===== src/rtl/pipe_scoreboard.sv =====
// In-order pipeline hazard scoreboard: tracks post-decode producers, stalls load-use, selects forwarding.
// Optional saturating stall counter output enabled by defining PIPE_SCOREBOARD_STALL_CNT_EN.
module pipe_scoreboard #(
  parameter int REG_AW     = 5,
  parameter int STAGES     = 3,
  parameter int LOAD_STAGE = 2,
  localparam int FW        = ($clog2(STAGES) > 1) ? $clog2(STAGES) : 1
) (
  input  logic              clk,
  input  logic              rst,
  input  logic              issue_valid,
  input  logic [REG_AW-1:0] src_a,
  input  logic [REG_AW-1:0] src_b,
  input  logic              use_a,
  input  logic              use_b,
  input  logic [REG_AW-1:0] dst,
  input  logic              dst_wr,
  input  logic              dst_load,
  input  logic              flush,
  output logic              stall,
  output logic              issue_fire,
  output logic [FW-1:0]     fwd_a,
  output logic [FW-1:0]     fwd_b,
  output logic              ex_valid,
  output logic              busy
`ifdef PIPE_SCOREBOARD_STALL_CNT_EN
  ,
  output logic [15:0]       stall_cnt
`endif
);

  logic [STAGES-1:0] r_valid;
  logic [STAGES-1:0] r_wr;
  logic [STAGES-1:0] r_load;
  logic [REG_AW-1:0] r_dst [STAGES];
  logic [FW-1:0]     r_fwd_a;
  logic [FW-1:0]     r_fwd_b;

  logic              w_haz_a;
  logic              w_haz_b;
  logic [FW-1:0]     w_fwd_a;
  logic [FW-1:0]     w_fwd_b;
  logic              w_stall;
  logic              w_issue_fire;

  // Scan oldest to youngest so the youngest matching producer overwrites older ones.
  // A producer in the last stage retires this edge and the register file supplies it.
  always_comb begin
    w_haz_a = 1'b0;
    w_haz_b = 1'b0;
    w_fwd_a = '0;
    w_fwd_b = '0;
    for (int k = STAGES - 1; k >= 0; k--) begin
      if (use_a && (src_a != '0) && r_valid[k] && r_wr[k] && (r_dst[k] == src_a)) begin
        w_haz_a = r_load[k] && ((k + 1) < LOAD_STAGE);
        w_fwd_a = ((k + 1) <= (STAGES - 1)) ? FW'(k + 1) : '0;
      end
      if (use_b && (src_b != '0) && r_valid[k] && r_wr[k] && (r_dst[k] == src_b)) begin
        w_haz_b = r_load[k] && ((k + 1) < LOAD_STAGE);
        w_fwd_b = ((k + 1) <= (STAGES - 1)) ? FW'(k + 1) : '0;
      end
    end
  end

  assign w_stall      = issue_valid & ~flush & (w_haz_a | w_haz_b);
  assign w_issue_fire = issue_valid & ~w_stall & ~flush;

  always_ff @(posedge clk or posedge rst) begin
    if (rst) begin
      r_valid <= '0;
      r_wr    <= '0;
      r_load  <= '0;
      for (int k = 0; k < STAGES; k++) begin
        r_dst[k] <= '0;
      end
      r_fwd_a <= '0;
      r_fwd_b <= '0;
    end else begin
      for (int k = STAGES - 1; k > 0; k--) begin
        r_valid[k] <= r_valid[k-1];
        r_wr[k]    <= r_wr[k-1];
        r_load[k]  <= r_load[k-1];
        r_dst[k]   <= r_dst[k-1];
      end
      r_valid[0] <= w_issue_fire;
      r_wr[0]    <= w_issue_fire & dst_wr;
      r_load[0]  <= w_issue_fire & dst_load;
      r_dst[0]   <= w_issue_fire ? dst : '0;
      r_fwd_a    <= w_issue_fire ? w_fwd_a : '0;
      r_fwd_b    <= w_issue_fire ? w_fwd_b : '0;
    end
  end

`ifdef PIPE_SCOREBOARD_STALL_CNT_EN
  logic [15:0] r_stall_cnt;

  always_ff @(posedge clk or posedge rst) begin
    if (rst) begin
      r_stall_cnt <= '0;
    end else if (w_stall && (r_stall_cnt != 16'hFFFF)) begin
      r_stall_cnt <= r_stall_cnt + 16'd1;
    end
  end

  assign stall_cnt = r_stall_cnt;
`endif

  assign stall      = w_stall;
  assign issue_fire = w_issue_fire;
  assign fwd_a      = r_fwd_a;
  assign fwd_b      = r_fwd_b;
  assign ex_valid   = r_valid[0];
  assign busy       = |r_valid;

endmodule

===== config.mk =====
export PLATFORM = sky130hd
export DESIGN_NAME = pipe_scoreboard
export DESIGN_NICKNAME = d
export VERILOG_FILES = /design/src/rtl/pipe_scoreboard.sv
export SDC_FILE = /design/constraint.sdc
export NUM_CORES = 1
export LEC_CHECK = 0
export CAP_MARGIN = 20
export CELL_PAD_IN_SITES_DETAIL_PLACEMENT = 1
export CELL_PAD_IN_SITES_GLOBAL_PLACEMENT = 1
export CORE_MARGIN = 3
export CORE_UTILIZATION = 33
export DETAILED_ROUTE_END_ITERATION = 10
export PLACE_DENSITY = 0.77
export SYNTH_ARGS = -nofsm -noshare
export SYNTH_HDL_FRONTEND = slang
export SYNTH_SLANG_ARGS = --single-unit

===== constraint.sdc =====
create_clock -name clk -period 2.2 [get_ports clk]
set_input_delay 0.22 -clock clk [delete_from_list [all_inputs] [get_ports clk]]
set_output_delay 0.22 -clock clk [all_outputs]
set_load 0.02 [all_outputs]

==> metrics <==
status=completed; portion of the clock cycle consumed by the worst path in the final layout=94.6%; clock tree from TritonCTS=done; Post-Synthesis Cell Area=918 um2; setup fix buffers added after clock tree synthesis=0; share of synthesized flip-flops with an asynchronous set or reset=100%; total wire length after detailed routing=2.38 mm; transition time of the tightest slew-check pin=about 0.74 ns; total count of max-transition violations in the final report=0; area growth from synthesis to final layout=53.3%; worst-case setup margin in the final layout=~0.12 ns; Synth warnings=0; total inserted antenna cells=0; Port Buffers=30; mean cell area of the mapped netlist=about 11 um2; most used cells in the layout excluding fill and tap cells=sky130_fd_sc_hd__dfrtp_1 (20), sky130_fd_sc_hd__clkdlybuf4s50_1 (20), sky130_fd_sc_hd__buf_4 (16); top cell type by total area after synthesis=sky130_fd_sc_hd__dfrtp_1; maximum buffer depth of the clock tree=2; All-Layer GR Usage=approximately 16%; H-tree lvl count=1; DIE AREA=~0.0035 mm2; Gate Count Post-Synth=81; final core occ=between 50 and 60%; Yosys top cell area share=a little over half; final weighted congestion of routability-driven global placement=about 0.89; Static Leak=0.647 nW; die height=a little under 60 um; number of unique standard cell types used by synthesis=23; Placed Cells incl. Taps=~150; Tmin final=about 2.1 ns; Post-Layout Cell Count=156; top achievable clock speed=between 0.4 and 0.5 GHz; Critical Path AT=~1.9 ns; fraction of final layout cells sized beyond drive strength 1=approximately 21%; number of sinks driven by the clock tree=20; Iteration-0 DRC Markers=7; global-route wire length before repair=about 4.0 mm; Syn Nets=around 100; Core Footprint=around 0.0026 mm2; endpoints failing hold=0; prevailing post-synth register cell=sky130_fd_sc_hd__dfrtp_1; TNS Setup=0 ns; total iterations of the first detailed-routing run=3; number of nets still failing antenna checks after routing=0; setup repair after global routing missed its margin=false; worst ir drop on vdd=0.000316 V; final setup violation count=0; antenna violations before repair=0; worst relative slew slack=roughly half; remaining global-route overflow=0; path class of the lowest-slack min-delay path=in2async; total power divided by cell area=493 mW/mm2; Area contributors post-synth=sky130_fd_sc_hd__dfrtp_1 (54%), sky130_fd_sc_hd__xnor2_1 (11%), sky130_fd_sc_hd__xor2_1 (7.6%), sky130_fd_sc_hd__nand2_1 (3.3%), sky130_fd_sc_hd__nor2_1 (3.3%); standard-cell rows=18; mean number of vias per cell=roughly 4.9; Non-Filler Cell Area, Final=around 0.0014 mm2; number of flops mapped to enable cells by yosys=0; sequential cell area fraction in the yosys report=54.5%; total half-perimeter wirelength after legalization and detailed placement=between 1.5 and 2 mm; vias in the first global route=831; clock-pin slew on the worst setup and hold paths=about 0.11 ns; largest net degree at the start of global routing=21; Worst Setup Path Type=in2out; vias after detailed routing=between 700 and 800; IO Pins=31; largest driver fanout on the critical path=4; detailed-route wire length per cell=roughly 15 um; type of origin of the critical path=input port; flop and latch count out of synthesis=20; Max-cap violations=0; DRC violation count after routing=0; horizontal die dimension=a little under 60 um; required time of the critical path=between 1.5 and 2 ns; final-stage net count=approximately 150; count of hold buffers inserted by post-cts repair=0; total CTS buffers=3; starting utilization of the core area=35.8%; Post-Route Skew=~0.0039 ns; Critical Path Sink Type=primary output; post-place instance area=between 0.001 and 0.0015 mm2; clk root buf=sky130_fd_sc_hd__clkbuf_4; setup slack at placement=-0.466 ns; insertion delay of the later-clocked pin in the worst-skew pair=approximately 0.3 ns
-- cells by family (layout without fill, tap and decap cells) --
group                     Yosys count  in the layout  share of synthesized area, %
and+or+nand+nor                    33             33                          19.6
buffers and inverters               3             48                          2.18
DFF                                20             20                          54.5
AOI/OAI and AO/OA                   5              5                          4.63
xor gates and xnor gates           20             20                          19.1
-- synthesized netlist by cell type, drive strengths merged (2+ instances only) --
library cell / count
nor3b: 2
nand2: 8
or4: 3
nor4: 3
buf: 2
xor2: 8
nor2: 8
dfrtp: 20
xnor2: 12
nand4: 3
o21ai: 2
-- flip-flops by register name (all words and copies together) (netlist names) --
signal and count:
r_dst 10, r_valid 3, fwd_a 2, fwd_b 2
r_wr 2, r_load 1
-- area by class of cell --
| type | count | area [um2] |
|---|---|---|
| repair buffers | 44 | 398 |
| fillers | 291 | 1160 |
| well taps | 30 | 37.5 |
| flip-flops and latches | 20 | 500 |
| inverters | 1 | 3.75 |
| clock buffers | 3 | 22.5 |
| multi-input cells | 58 | 445 |
-- power breakdown --
part | total (mW) | internal, mW | switching (mW) | leakage (nW)
Sequential | 0.391 | 0.379 | 0.0117 | 0.269
Clock | 0.172 | 0.0638 | 0.108 | 0.0138
Combinational | 0.131 | 0.0737 | 0.0570 | 0.364
-- critical path, cell delays in order --
cell and delay [ns]:
sky130_fd_sc_hd__dlygate4sd2_1 0.24, sky130_fd_sc_hd__or4_4 0.55, sky130_fd_sc_hd__o21ai_4 0.21, sky130_fd_sc_hd__nor4_4 0.07, sky130_fd_sc_hd__o21a_2 0.25, sky130_fd_sc_hd__and2_4 0.16
sky130_fd_sc_hd__buf_4 0.15
-- what timing repair did --
item                                    CTS  global route
resized for setup                        20             6
endpoints found under the setup margin    2             2
hold endpoints to repair                  0             0
pin swaps                                 6             1
cloned                                    0             0
-- per-stage QoR --
stage | hold slack (ns) | total power, mW
2_1_floorplan | 0.184 | 0.443
3_3_place_gp | 0.381 | 0.522
3_5_place_dp | 0.394 | 0.528
4_1_cts | 0.379 | 0.696
5_1_grt | 0.411 | 0.726
6_report | 0.337 | 0.693
-- worst paths after layout --
check	startpoint	end	slack, ns	depth (start not counted)
worst min-delay path	rst	r_valid[2]	0.34	2
worst max-delay path	src_b[2]	stall	0.12	7
min in group clk	r_valid[1]	r_valid[2]	0.42	0
max in group asynchronous	rst	r_dst[9]	1.40	2
worst min register to register	r_valid[1]	r_valid[2]	0.42	0
worst max register to register	r_dst[10]	r_dst[14]	0.66	6
-- metal layers --
layer | GRT usage (%) | vias up | routed length (um)
li1 | - | 367 | -
met1 | 19.4 | 376 | 984
met2 | 27.8 | 20 | 1250
met3 | 4.17 | 4 | 120
met4 | 3.88 | 0 | 23
met5 | 0 | - | 0
(Power assumes the default switching activity.)
